`config.mk`:
```
export PLATFORM = sky130hd
export DESIGN_NAME = mem_arbiter
export DESIGN_NICKNAME = d
export VERILOG_FILES = /design/src/rtl/mem_arbiter.sv
export SDC_FILE = /design/constraint.sdc
export NUM_CORES = 1
export LEC_CHECK = 0
export CORE_AREA = 3 3 102 104
export CTS_CLUSTER_SIZE = 14
export DETAILED_ROUTE_END_ITERATION = 6
export DIE_AREA = 0 0 105 107
export GPL_TIMING_DRIVEN = 1
export SETUP_SLACK_MARGIN = 0.5
export SLEW_MARGIN = 20
export SYNTH_ARGS = -nofsm -noshare
export SYNTH_HDL_FRONTEND = slang
export SYNTH_SLANG_ARGS = --single-unit
```
`constraint.sdc`:
```
create_clock -name CLK -period 2 [get_ports CLK]
set_input_delay 0.2 -clock CLK [delete_from_list [all_inputs] [get_ports CLK]]
set_output_delay 0.2 -clock CLK [all_outputs]
set_load 0.005 [all_outputs]
```
`src/rtl/mem_arbiter.sv`:
```
// Single RAM port shared by icache and dcache: dcache priority, starvation counter guarantees icache service.
// Optional watchdog abort of a stuck grant is compiled in with MEM_ARB_TIMEOUT_EN.
module mem_arbiter #(
  parameter int unsigned STARVE_MAX = 4,
  parameter int unsigned TIMEOUT    = 255
) (
  input  logic        CLK,
  input  logic        nRST,
  input  logic        iREN,
  input  logic [31:0] iaddr,
  output logic        iwait,
  output logic [31:0] iload,
  input  logic        dREN,
  input  logic        dWEN,
  input  logic [31:0] daddr,
  input  logic [31:0] dstore,
  output logic        dwait,
  output logic [31:0] dload,
  output logic        ramREN,
  output logic        ramWEN,
  output logic [31:0] ramaddr,
  output logic [31:0] ramstore,
  input  logic [31:0] ramload,
  input  logic [1:0]  ramstate,
  output logic        arb_timeout
);

  typedef enum logic [1:0] {IDLE, DGRANT, IGRANT} state_t;

  localparam logic [1:0] RAM_ACCESS = 2'd2;
  localparam logic [1:0] RAM_ERROR  = 2'd3;

  state_t     state;
  logic [3:0] starve_cnt;
  logic       dreq, dgo, access, error, granted_req, done, expire;

  assign dreq        = dREN | dWEN;
  assign dgo         = dreq && !(iREN && starve_cnt == 4'(STARVE_MAX));
  assign access      = (ramstate == RAM_ACCESS);
  assign error       = (ramstate == RAM_ERROR);
  // Request still held by the current grant holder; a drop aborts the grant.
  assign granted_req = (state == DGRANT && dreq) || (state == IGRANT && iREN);
  assign done        = granted_req && access;

`ifdef MEM_ARB_TIMEOUT_EN
  logic [7:0] timer;
  assign expire = granted_req && !access && !error && (timer == 8'(TIMEOUT));
`else
  assign expire = 1'b0;
`endif

  assign arb_timeout = expire;

  always_comb begin
    ramREN   = 1'b0;
    ramWEN   = 1'b0;
    ramaddr  = '0;
    ramstore = '0;
    iwait    = 1'b1;
    dwait    = 1'b1;
    iload    = '0;
    dload    = '0;
    case (state)
      DGRANT: begin
        ramaddr  = daddr;
        ramstore = dstore;
        ramWEN   = dWEN;
        ramREN   = dREN & ~dWEN;
        dwait    = ~(dreq && access);
        dload    = ramload;
      end
      IGRANT: begin
        ramaddr = iaddr;
        ramREN  = iREN;
        iwait   = ~(iREN && access);
        iload   = ramload;
      end
      default: ;
    endcase
  end

  always_ff @(posedge CLK or negedge nRST) begin
    if (!nRST) begin
      state      <= IDLE;
      starve_cnt <= '0;
`ifdef MEM_ARB_TIMEOUT_EN
      timer      <= '0;
`endif
    end else begin
      case (state)
        IDLE: begin
          if (dgo)
            state <= DGRANT;
          else if (iREN)
            state <= IGRANT;
        end
        DGRANT, IGRANT: begin
          if (!granted_req || access || error || expire)
            state <= IDLE;
        end
        default: state <= IDLE;
      endcase

      // A watchdog abort of a dcache grant counts against the icache like a completion.
      if (!iREN)
        starve_cnt <= '0;
      else if (state == DGRANT && (done || expire)) begin
        if (starve_cnt < 4'(STARVE_MAX))
          starve_cnt <= starve_cnt + 4'd1;
      end else if (state == IGRANT && done)
        starve_cnt <= '0;

`ifdef MEM_ARB_TIMEOUT_EN
      if (state == IDLE)
        timer <= '0;
      else if (!access)
        timer <= timer + 8'd1;
`endif
    end
  end

endmodule

```
## Yosys cells after proc, flatten, opt, wreduce, memory -nomap -nowiden

Index checks and enable logic that the tools add are counted.
W data, S select, Z words.

| word-level totals | value |
|---|---|
| bits in registers | 6 |
| bits in latches | 0 |
| memory bits (writable) | 0 |
| memory bits (read-only) | 0 |
| output and inout bits | 133 |
| word-level logic and storage cells | 52 |
| memories kept | 0 |

| cells by class | value |
|---|---|
| add/sub/neg operators | 1 |
| $mul | 0 |
| div/mod/pow operators | 0 |
| $lt $le $gt $ge | 1 |
| equal/unequal tests | 9 |
| shifts and indexed selects | 0 |
| multiplexer cells | 16 |
| bitwise operators | 5 |
| reductions and logical operators | 18 |

Operators with widths:

| cell | number |
|---|---|
| $mux W32 | 3 |
| $pmux W32 S2 | 1 |
| $mux W4 | 4 |
| $logic_and A1 B1 Y1 | 9 |
| $eq A2 B2 Y1 const B | 3 |
| $mux W2 | 3 |
| $add A4 B1 Y4 const B | 1 |
| $eq A4 B3 Y1 const B | 1 |
| $lt A4 B3 Y1 const B | 1 |
| $pmux W2 S2 | 1 |
| $reduce_and A2 Y1 | 2 |
| $logic_or A1 B1 Y1 | 3 |
| $mux W1 | 3 |
| $ne A3 B1 Y1 const B | 1 |
| $ne A3 B2 Y1 const B | 1 |
| $ne A3 B3 Y1 const B | 1 |
| $not A1 Y1 | 3 |
| $eq A2 B1 Y1 const B | 1 |
| $logic_not A1 Y1 | 2 |
| $logic_not A2 Y1 | 1 |
| $ne A2 B2 Y1 const B | 1 |
| $pmux W1 S2 | 1 |
| $reduce_or A2 Y1 | 1 |
| $and A1 B1 Y1 | 1 |
| $or A1 B1 Y1 | 1 |

## Logic depth before layout (Yosys ltp)

Gate-level depths: netlist (run 1).

| logic depth | value |
|---|---|
| depth after elaboration | 8 |
| mapped depth | 8 |

## Worst setup path after synthesis (run 1)

OpenSTA, ideal clock, no wires.

| path | value |
|---|---|
| path type | flip-flop to output port |
| start | register state[0] |
| end | output ramaddr[11] |
| data arrival time | 1.330 ns |
| required time | 1.800 ns |
| path slack | 0.470 ns |
| stages on the path, launching flop included | 8 |
| path buffers | 3 |
| cell sequence | dfrtp_1 -> inv_1 -> ha_1 -> clkbuf_1 -> buf_2 -> buf_2 -> a22oi_1 -> nor2_1 |

| on the way | value |
|---|---|
| longest elaborated chain between the ends | 2 |
| elaborated cells on any way between the ends | 3 |
| classes of those cells | eq/ne (2); mux (1) |

RTL lines:

| what | RTL line | text |
|---|---|---|
| from (decl) | 33 | `state_t state;` |
| from (signal assigned) | 84 | `state <= IDLE;` |
| from (signal assigned) | 93 | `state <= DGRANT;` |
| from (signal assigned) | 95 | `state <= IGRANT;` |
| $eq A2 B2 Y1 / $eq A2 B1 Y1 (equally long branches) | 63 | `case (state)` |
| $pmux W32 S2 (*) | 63 |  |
| to (decl) | 21 | `output logic [31:0] ramaddr,` |

Mark *: on every way between the ends. The rest lies on a longest branch, timed or not.

## Worst setup path after layout (run 1)

| path | value |
|---|---|
| start | register state[0] |
| end | output iload[20] |

| on the way | value |
|---|---|
| longest elaborated chain between the ends | 2 |

RTL lines:

| what | RTL line | text |
|---|---|---|
| $eq A2 B2 Y1 | 63 |  |
| $mux W32 | 63 |  |
| to (decl) | 12 | `output logic [31:0] iload,` |

Every way passes these cells.

==> results of run 1 <==
==> metal layers <==
layer / up-vias / global-route usage / routed length [um]
met1: 1335 / 0.223 / 4800
met4: 4 / 0.0178 / 97
li1: 1363 / - / -
met2: 138 / 0.337 / 6110
met5: - / 0 / 40
met3: 14 / 0.0446 / 874
==> worst max-delay path, cell delays in order, from the launching register on <==
cell and delay (ns):
dfrtp_1 0.39, inv_2 0.11, ha_4 0.19, buf_12 0.16, and2_1 0.14, clkdlybuf4s50_1 0.51
==> worst paths after layout <==
check	end	startpoint
max reg2reg	state[0]$_DFFE_PN0P_	state[0]$_DFFE_PN0P_
max	iload[20]	state[0]$_DFFE_PN0P_
max in group asynchronous	starve_cnt[2]$_DFFE_PN0P_	nRST
min	starve_cnt[1]$_DFFE_PN0P_	nRST
min reg2reg	starve_cnt[1]$_DFFE_PN0P_	starve_cnt[1]$_DFFE_PN0P_
min in group CLK	starve_cnt[1]$_DFFE_PN0P_	starve_cnt[1]$_DFFE_PN0P_
==> stage by stage <==
step                      setup slack [ns]  hold slack [ns]  cell area (um2)  std cells   util
after floorplan                      0.497          -0.0956             1550        240      -
after global placement              0.0661            0.456             4380        621  0.455
after detailed placement            0.0665            0.468             4380        621  0.455
after CTS                           0.0601            0.238             4500        634  0.466
after global routing                0.0116            0.246             4890        658  0.507
final                               0.0666            0.234             4890        659  0.507
==> power breakdown <==
group	switching, mW	internal (mW)	leakage, nW	total (mW)
logic	1.84	2.71	2.15	4.55
clock network	0.0463	0.129	0.0216	0.175
registers	0.0143	0.139	0.0814	0.153
total	1.90	2.98	2.25	4.88
==> state kept, by name (all words and copies together), names as in the netlist <==
register    flops
state           2
starve_cnt      4
==> cell usage after synthesis, drive strengths merged (2+ instances only) <==
| master | instances |
|---|---|
| and2 | 97 |
| nor2 | 35 |
| a22oi | 32 |
| clkbuf | 17 |
| buf | 9 |
| dfrtp | 6 |
| inv | 6 |
| nand2 | 6 |
| ha | 5 |
| nand3 | 4 |
| a21oi | 3 |
| mux2i | 2 |
| nor2b | 2 |
| o21ai | 2 |
==> cells by family after synthesis <==
kind of cell / count (synthesis) / synth area share
flip-flops: 6 / 0.0968
other: 1 / 0.00242
AND/OR/NAND/NOR: 148 / 0.531
buffers and inverters: 33 / 0.0984
adder cells (fa/ha/maj): 5 / 0.0403
multiplexers: 3 / 0.0226
AO/OA/AOI/OAI: 44 / 0.209
==> timing repair <==
item | 4_1_cts | 5_1_grt
buffers inserted | 6 | 19
gates cloned | 4 | 5
endpoints found under the setup margin | 138 | 138
resized for setup | 254 | 135
pin swaps | 8 | 21
==> area by class of cell <==
type | instances | area, um2 | area share
Timing Repair Buffer | 308 | 3010 | 0.615
Multi-Input combinational cell | 201 | 1490 | 0.305
Tap cell | 133 | 166 | 0.0340
Sequential cell | 6 | 150 | 0.0307
Clock buffer | 3 | 41.3 | 0.00844
Inverter | 7 | 31.3 | 0.00640
Antenna cell | 1 | 2.50 | 0.000512
==> run metrics, run 1 <==
outcome=complete, no violations; Fin Setup TNS=0 ns; H-tree levels=1; clock latency on the worst-skew pair=0.22 ns; CTS tree=done; commonest non-fill, non-tap cell in the layout=clkdlybuf4s50_1; Final #Nets=around 670; antenna-violating nets left=0; Final GP Congestion=0.791; Post-synth EDFFs=0; number of remaining DRC errors=0; Starting Density=0.161; core area=between 9000 and 10000 um2; top area cells in the synthesized netlist=and2_1, a22oi_1, dfrtp_1, nor2_1, clkbuf_1; total grt overflow=0; Root Buffer=clkbuf_8; vias in the first global route=2675; first-pass GRT wire length=between 15000 and 20000 um; mapped cell area=1550 um2; Final Hold Viols=0; worst min path class=input port to async pin; reg2reg path depth=6; Synth Flop Type=dfrtp_1; flop2flop setup slack=0.28 ns; Slew Viols, Final=0; CTS max path bufs=2; clock-pin slew on the worst setup and hold paths=0.04 ns; commonest cells after routing, fill and taps aside=clkdlybuf4s50_1, and2_1, nor2_1, buf_2, a22oi_2; crit start category=flop; Post-DP HPWL=8860 um; Period Utilization, post-route=0.967; Port Buffers=266; Crit. End Element=output port; critical path type=flop to output port; Post-CTS Hold Buffers=0; number of max-cap violations=0; final WL=11900 um; Total Power=between 4 and 5 mW; Fillers=about 960; synthesized area per cell=6.46 um2; WP data required=between 1.5 and 2 ns; largest net degree at the start of global routing=36; die area=11200 um2; WP data arrival=1.73 ns; peak supply drop=591 uV; Synth cell types=30; Overall Global Routing Usage=0.183; share of the synthesized area in the top cell type=0.391; Synth Warn #=0; Max Clock Skew=0.00154 ns; num rows=36; Avg WL per Cell=18.1 um; Post-Syn Instances=240; initial antenna violation count=2; clock sinks=6; final-report setup violation count=0; DR vias/cell=4.33; post-synthesis register bit count=6; DRT iter0 DRCs=113; I/O pin count=268; synth-to-layout area growth=215%; sequential fraction of the synthesis area=0.0968; f_max=517 MHz; total CTS buffers=3; post-synthesis net count=380; worst-path maximum fanout=23; Die H=107 um; layout cells sized above 1=0.335; ys async rst share=1.00; DIE WIDTH=105 um; LEAKAGE=2.25 nW; DR pass1 iterations=4; via count=2854; Synth area leader=and2_1; final worst path period need=1.93 ns; RSZ-0062 raised after global routing=yes; PD cells=997 nW/um2
No activity file was read; power rests on OpenSTA's default activity.
==> run 2: changes to the inputs <==
--- a/config.mk
+++ b/config.mk
@@ -10,8 +10,9 @@
 export DETAILED_ROUTE_END_ITERATION = 6
 export DIE_AREA = 0 0 105 107
 export GPL_TIMING_DRIVEN = 1
+export HOLD_SLACK_MARGIN = 0.08
 export SETUP_SLACK_MARGIN = 0.5
-export SLEW_MARGIN = 20
+export SLEW_MARGIN = 15
 export SYNTH_ARGS = -nofsm -noshare
 export SYNTH_HDL_FRONTEND = slang
 export SYNTH_SLANG_ARGS = --single-unit
==> results of run 2 <==
Final layout, timing and power as in run 1 (identical DEF).
==> run 3: changes to the inputs <==
--- a/config.mk
+++ b/config.mk
@@ -5,12 +5,14 @@
 export SDC_FILE = /design/constraint.sdc
 export NUM_CORES = 1
 export LEC_CHECK = 0
+export CAP_MARGIN = 20
 export CORE_AREA = 3 3 102 104
 export CTS_CLUSTER_SIZE = 14
 export DETAILED_ROUTE_END_ITERATION = 6
 export DIE_AREA = 0 0 105 107
 export GPL_TIMING_DRIVEN = 1
 export HOLD_SLACK_MARGIN = 0.08
+export REMOVE_ABC_BUFFERS = 1
 export SETUP_SLACK_MARGIN = 0.5
 export SLEW_MARGIN = 15
 export SYNTH_ARGS = -nofsm -noshare
==> run 3 against run 2 <==
  * Worst setup slack lost 0.041 ns
  * Via count grew 3.7%
  * Fmax shrank 2.1%
  * Wire length grew 5.3%
  * Combinational power grew 19%
  * Clock-buffer cell count is the same
  * Sequential cell count is the same
  * Clock power grew 7%
  * Sequential share of layout area shrank 0.40 points
  * Critical path type is now flop to flop
  * Critical endpoint is now state[0]$_DFFE_PN0P_
  * Largest cell class unchanged
==> run metrics, run 3 (synthesis results as in run 1) <==
outcome=complete, no violations; reg2reg path depth=10 (+4); fin cells=690 (+4.7%); number of remaining DRC errors=0 (unchanged); worst-path maximum fanout=8 (-65%); commonest non-fill, non-tap cell in the layout=clkdlybuf4s50_1; area occupied by multi-input gates=1560 um2 (+4.6%); Crit. End Element=flop; CP most frequent cell=buf_12; final WL=12500 um (+5.3%); number of diodes=0 (-1); fin util=0.583 (+0.0759); crit-path cells=buf_6 > ha_4 > buf_12 > buf_12 > buf_16 > buf_8 > o21ai_1 > a211o_1 > o21ai_2 > a32o_1; I/O pin count=268 (unchanged); total grt overflow=0 (unchanged); Avg WL per Cell=18.2 um (+0.53%); worst min path class=input port to async pin; Final GP Congestion=0.805 (+1.7%); RSZ-0062 raised after global routing=yes; layout cells sized above 1=0.456 (+0.121); clock latency on the worst-skew pair=0.22 ns (about the same); Worst path max stage delay=0.42 ns (-0.09 ns); DR vias/cell=4.29 (-0.95%); Starting Density=0.161 (unchanged); WP data arrival=2.08 ns (+0.35 ns); number of max-cap violations=0 (unchanged); clock-pin slew on the worst setup and hold paths=0.04 ns (about the same); Inst Count DP=623 (+0.32%); core area=9640 um2 (unchanged); DIE WIDTH=105 um (unchanged); clock sinks=6 (unchanged); critical path type=flop to flop; Slew Viols, Final=0 (unchanged); CTS tree=done; Root Buffer=clkbuf_8; CTS max path bufs=2 (unchanged); PD cells=1020 nW/um2 (+2.7%); Overall Global Routing Usage=0.204 (+0.0208); first-pass GRT wire length=18000 um (+11%); Final #Nets=699 (+4.8%); via count=2960 (+3.7%); Post-DP HPWL=8190 um (-7.5%); largest net degree at the start of global routing=19 (-47%); num rows=36 (unchanged); die area=11200 um2 (unchanged); LEAKAGE=2.62 nW (+16%); Final Hold Viols=0 (unchanged); synth-to-layout area growth=262%; vias in the first global route=2947 (+10%); commonest cells after routing, fill and taps aside=clkdlybuf4s50_1, buf_6, and2_1, buf_2; max FFs per register=4 (unchanged); H-tree levels=1 (unchanged); crit-path leading delay family=buffers and inverters; CP Buf/Inv Count=5 (+2); crit start category=flop; initial antenna violation count=0 (-2); final worst path period need=1.97 ns (+0.0409 ns); total CTS buffers=3 (unchanged); Port Buffers=266 (unchanged); Period Utilization, post-route=0.987 (+0.0204); antenna-violating nets left=0 (unchanged); Reg with most FFs=starve_cnt; final-report setup violation count=0 (unchanged); slowest CP cell=dfrtp_1; Fin Setup TNS=0 ns (unchanged); Max Clock Skew=0.000634 ns (-0.000904 ns); sequential standard cell area=150 um2 (unchanged); largest registers=starve_cnt: 4 flops, state: 2 flops; critical path depth=10 (+5); Die H=107 um (unchanged); f_max=507 MHz (-2.1%); WP data required=2.11 ns (+0.31 ns); DRT iter0 DRCs=192 (+70%); peak supply drop=446 uV (-25%); DR pass1 iterations=4 (unchanged); Fillers=896 (-6.9%)
-- run 3: metrics by stage --
stage	total power [mW]	hold WS, ns	worst slack [ns]	instance area (um2)
global route	6.11	0.254	-0.0449	5620
floorplan	1.32	-0.0956	-0.993	1430
detailed placement	3.50	0.480	0.0968	4380
global placement	3.48	0.477	0.0821	4380
CTS	5.31	0.246	0.0597	5240
finish	5.76	0.229	0.0257	5620
-- run 3: worst reg2reg max path: stages (launching register included) --
cell     delay [ns]
dfrtp_1        0.42
buf_6          0.14
ha_4           0.17
buf_12         0.13
buf_12         0.12
buf_16         0.13
buf_8          0.13
o21ai_1        0.10
a211o_1        0.24
o21ai_2        0.08
a32o_1         0.20
-- run 3: repair_timing --
action                                  in CTS  in global routing
pin swaps                                   34                 32
endpoints found under the setup margin     138                138
cloned                                      16                  2
buffers inserted                            33                 13
gates resized for setup                    488                 85
endpoints found under the hold margin        0                  0
hold buffers                                 0                  0
-- run 3: final cells by class --
class | count | area share
clock buffers | 3 | 0.00734
inverters | 7 | 0.00601
multi-input cells | 201 | 0.277
flip-flops and latches | 6 | 0.0267
well taps | 133 | 0.0296
repair buffers | 340 | 0.653
-- run 3: final timing paths --
path,from,endpoint,slack [ns]
setup / recovery,state[0]$_DFFE_PN0P_,state[0]$_DFFE_PN0P_,0.03
hold / removal,nRST,state[0]$_DFFE_PN0P_,0.23
setup reg to reg,state[0]$_DFFE_PN0P_,state[0]$_DFFE_PN0P_,0.03
hold reg to reg,starve_cnt[3]$_DFFE_PN0P_,starve_cnt[3]$_DFFE_PN0P_,0.56
max in group asynchronous,nRST,starve_cnt[0]$_DFFE_PN0P_,1.54
min in group CLK,starve_cnt[3]$_DFFE_PN0P_,starve_cnt[3]$_DFFE_PN0P_,0.56
-- run 3: routing by layer --
metal	up-vias	GRT usage	wire length, um
met2	134	0.396	6810
met5	-	0	0
li1	1434	-	-
met4	0	0.0300	107
met1	1384	0.230	4810
met3	8	0.0482	828
-- run 3: power by group --
part           switching (mW)  internal, mW
clock network          0.0578         0.130
logic                    2.02          3.39
registers              0.0198         0.139
total                    2.10          3.66
==> patch 1, RTL diff (flow settings as in run 2) <==
Make the reset (`nRST`) synchronous in one clocked block.
--- a/src/rtl/mem_arbiter.sv
+++ b/src/rtl/mem_arbiter.sv
@@ -79,7 +79,7 @@
     endcase
   end
 
-  always_ff @(posedge CLK or negedge nRST) begin
+  always_ff @(posedge CLK) begin
     if (!nRST) begin
       state      <= IDLE;
       starve_cnt <= '0;
Function: differs if nRST is asserted again (counterexample within 4 cycles, from zero or initial values and one cycle with nRST low); with nRST held inactive, the same outputs for 10 cycles.
==> patch 1 against run 2 <==
- clock skew rose by 2.6 ps
- worst setup slack got worse by 3.0 ps
- largest cell class unchanged
- global-route usage rose by 2.1 points
- critical endpoint is now iload[23]
- area after synthesis rose by 0.81%
- routed wire length rose by 11%
- sequential cell count did not move
- final area rose by 21%
- sequential share of layout area fell by 0.90 points
Power is not compared: it rests on default switching activity, and its combinational part moved more than twofold at a synthesized area within 25%.
==> patch 1: results (changes against run 2) <==
- Largest cells by area after synthesis: and2_1, a22oi_1, nor2b_1
- Skew final: 4.10 ps (+2.56 ps)
- Final Wtd Congestion: 0.817 (+3.2%)
- DP Worst Slack: 91.6 ps (+25.1 ps)
- Status: completed
- Period Utilization, post-route: 96.8% (+0.15 points)
- Synth Area in Adders: 4.00% (-0.032 points)
- Placed Cells: 619 (-0.32%)
- Hold Path Cell Cnt: 1
- Synthesized area per cell: 6.74 sq um (+4.3%)
- HPWL after DPL: 8390 um (-5.4%)
- Number of global-route vias before repair: 3136 (+17%)
- Worst r2r dst: starve_cnt[1]
- Maximum clock insertion buffer count: 2 (unchanged)
- DR pass1 iterations: 5 (+1)
- Ant diodes: 0 (-1)
- First-pass GRT wire length: 18000 um (+11%)
- Critical Path Sink: iload[23]
- Hold/Removal Path Class: reg -> reg
- Post-CTS setup buffer count: 36 (+30)
- Total Routed Length: 13200 um (+11%)
- Asr flop ratio synth: 0% (-100 points)
- Via-to-Cell Ratio: 4.39 (+1.4%)
- Nets@finish: 713 (+6.9%)
- Post-CTS Resized: 375 (+48%)
- H-tree Lvls: 1 (unchanged)
- Leak: ~2.6 nW
- Dpl cell area: 0.00444 sq mm (+1.3%)
- Synth Area in Compound Gates: 22.6% (+1.8 points)
- Commonest cells in the netlist: and2_1, a22oi_1, nor2b_1, clkbuf_1, dfxtp_1
- Pin count of the biggest net entering global routing: 22 (-39%)
- Post-Syn Nets: 372 (-2.1%)
- FF-to-FF Start: state[1]
- Fin Hold WS: 478 ps (+244 ps)
- Initial antenna violation count: 1 (-1)
- Reg2Reg Setup Slack: 90 ps (-190 ps)
- Post-synthesis mux area share: 0% (-2.3 points)
- Share of cells above drive strength 1: 56.0% (+23 points)
- Seq/Total Area, Yosys: 7.68% (-2.0 points)
- Xor/xnor share of the synthesized area: 0% (unchanged)
- Initial drt markers: 89 (-21%)
- Post-synth top flop: dfxtp_1
- Vias: 3093 (+8.4%)
- Hold endpoint: starve_cnt[3]
- Cells on worst reg2reg path: 9 (+3)
- Crit. Startpoint: state[0]
- Worst Path Max Fanout: 10 (-57%)
- GRT Resource Usage Total: 20.5% (+2.1 points)
- Netlist cell types: 28 (-6.7%)
patch 1: cell types whose count changed after synthesis, sizes merged, moves of 3 or more:
| cell | change |
|---|---|
| buf | -7 |
| nor2b | +30 |
| nor2 | -35 |
| dfxtp | +6 |
| nand2b | +4 |
| clkbuf | +3 |
| dfrtp | -6 |
| nand3 | -3 |
patch 1: final cells by class:
class | count | area (sq um)
Tap cell | 133 | 166
Clock buffer | 3 | 41.3
Sequential cell | 6 | 128
Inverter | 5 | 23.8
Multi-Input combinational cell | 199 | 1780
Fill cell | 863 | 3740
Timing Repair Buffer | 358 | 3760
patch 1: worst max-delay path, stage by stage, from the launching register on:
cell and delay [ps]:
dfxtp_4 350, inv_4 60, ha_4 160, buf_4 150, clkbuf_16 160, and2_1 130, clkdlybuf4s50_1 500
patch 1: routing by layer:
layer,wire length (um),track usage (%)
met1,4660,21.4
met3,1190,6.92
met2,7110,39.8
met5,9,0
met4,231,3.66
==> patch 2, RTL diff (flow settings as in run 2) <==
Made on the original files. The option `MEM_ARB_TIMEOUT_EN` is turned on by a define.
--- a/src/rtl/mem_arbiter.sv
+++ b/src/rtl/mem_arbiter.sv
@@ -1,5 +1,7 @@
 // Single RAM port shared by icache and dcache: dcache priority, starvation counter guarantees icache service.
 // Optional watchdog abort of a stuck grant is compiled in with MEM_ARB_TIMEOUT_EN.
+`define MEM_ARB_TIMEOUT_EN
+
 module mem_arbiter #(
   parameter int unsigned STARVE_MAX = 4,
   parameter int unsigned TIMEOUT    = 255
Check against the original RTL: same outputs for any inputs over 10 cycles, from zero or initial values and one cycle with nRST low; that may be too few to reach the edited logic, so the function may still have changed.
==> patch 2 against run 2 <==
- the run now ends with negative setup slack left
- first-iteration DRC count is 25% higher
- final area is 15% higher
- synthesized cell count is 15% higher
- area after synthesis is 31% higher
- sequential cell count is 8 higher
- combinational power is 7.9% higher
- routed wire length is 13% higher
- non-clock buffer count is 26 higher
- worst hold slack better by 120 ps
- power is 14% higher
- worst setup slack worse by 67 ps
- critical path type unchanged
- critical endpoint is now dload[8]
==> patch 2: results (changes against run 2) <==
- Share of cells above drive strength 1: 43.1% (+9.6 points)
- Commonest cells in the netlist: and2_1, a22oi_1, nor2b_1, clkbuf_1, dfrtp_1
- Wire per inst: 18.6 um (+2.9%)
- Failing checks: negative setup slack
- Synth Area in Compound Gates: 18.7% (-2.2 points)
- Post-synthesis mux area share: 0.982% (-1.3 points)
- Dpl cell area: 0.00493 sq mm (+13%)
- Status: finished, violations left
- Hold/Removal Path Class: in -> async
- Skew final: 6.35 ps (+4.81 ps)
- Seq/Total Area, Yosys: 17.2% (+7.5 points)
- First-pass GRT wire length: 19400 um (+19%)
- Reg clk slew, reported paths: 70 ps (+30 ps)
- Xor/xnor share of the synthesized area: 3.01% (+3.0 points)
- Largest cells by area after synthesis: and2_1, dfrtp_1, a22oi_1
- CP peak stage delay: 410 ps (-100 ps)
- Netlist cell types: 40 (+33%)
- Peak supply drop: 569 uV (-3.7%)
- Post-synth top flop: dfrtp_1
- CP top delay family: buffers and inverters
- Final WS setup: -0.664 ps (-67.3 ps)
- Initial drt markers: 141 (+25%)
- Number of global-route vias before repair: 3226 (+21%)
- DP Worst Slack: 59.9 ps (-6.63 ps)
- Final Setup Violations: 1 (+1)
- Worst-skew pair later-pin latency: 250 ps (+30 ps)
- Final critical-path required period: 2000 ps (+67.3 ps)
- Final Wtd Congestion: 0.875 (+11%)
- Worst Path Max Fanout: 11 (-52%)
- Nets@finish: 731 (+9.6%)
- Ant diodes: 0 (-1)
- Asr flop ratio synth: 100% (unchanged)
- Via-to-Cell Ratio: 4.44 (+2.6%)
- Synth Area in Adders: 3.68% (-0.35 points)
- Max Cap Viol: 0 (unchanged)
- DR pass1 iterations: 4 (unchanged)
- Leak: 2.62 nW (+16%)
- Initial antenna violation count: 1 (-1)
- Net Sw Frac: 36.3% (-2.6 points)
- Count of buffers from port buffering: 267 (+0.38%)
- Arr. time, crit path: 1800 ps (+70 ps)
- Post-route DRC: 0 (unchanged)
- H-tree Lvls: 1 (unchanged)
- GRT Resource Usage Total: 22.1% (+3.8 points)
- Cells on worst reg2reg path: 12 (+6)
- Root Buffer: clkbuf_8
- Slew margin rel.: 55.8%
- HPWL after DPL: 9830 um (+11%)
- Synth Warn #: 0 (unchanged)
- Crit-path slowest cell: dfrtp_1
- Post-Syn Nets: 416 (+9.5%)
- Biggest regs: timer: 8 flops, starve_cnt: 4 flops, state: 2 flops
- Pin count of the biggest net entering global routing: 22 (-39%)
- Maximum clock insertion buffer count: 2 (unchanged)
-- patch 2: path summary, 6_finish.rpt --
kind | start | endpoint | slack [ps]
worst min-delay path | nRST | starve_cnt[0] | 350
max in group asynchronous | nRST | starve_cnt[3] | 1220
worst max register to register | state[0] | starve_cnt[2] | -0.7
worst min register to register | timer[1] | timer[1] | 550
min in group CLK | timer[1] | timer[1] | 550
worst max-delay path | state[0] | dload[8] | -0.7
-- patch 2: final cells by class --
type	instances	area, sq um
well taps	133	166
fillers	914	4020
multi-input cells	230	1890
clock buffers	4	55.1
flip-flops and latches	14	350
repair buffers	334	3130
inverters	7	28.8
-- patch 2: power groups by stage --
stage                     clock (mW)  sequential [mW]  combinational, mW
after detailed placement           0            0.364               3.52
after global routing           0.302            0.369               5.24
after floorplan                    0            0.356               1.44
after global placement             0            0.361               3.51
after CTS                      0.291            0.361               4.62
final                          0.286            0.362               4.91
-- patch 2: what timing repair did --
action | in CTS | in global routing
gates resized for setup | 435 | 143
buffers inserted | 36 | 5
pin swaps | 14 | 19
cloned | 9 | 0
endpoints found under the setup margin | 139 | 139
-- patch 2: per-stage QoR --
stage | total power [mW] | util [%] | TNS [ps] | hold slack [ps] | instances
CTS | 5.27 | 57.0 | 0 | 378 | 717
global route | 5.91 | 58.3 | -992 | 406 | 722
floorplan | 1.80 | - | 0 | -95.6 | 275
finish | 5.56 | 58.3 | -0.664 | 352 | 722
global placement | 3.87 | 51.2 | 0 | 519 | 668
detailed placement | 3.89 | 51.2 | 0 | 525 | 668
-- patch 2: routing by layer --
layer	share of wire, %	vias to the layer above	wire length (um)	global-route usage (%)
met4	1.4	2	182	4.12
met5	0.052	-	7	0
li1	-	1556	-	-
met3	5.9	16	791	3.85
met2	52	135	7010	39.8
met1	41	1499	5450	27.9
-- patch 2: cell families after synthesis --
group / after synthesis
simple gates: 164
flops: 14
compound gates: 51
mux: 2
buf+inv: 31
xor+xnor: 7
fa+ha+maj: 6
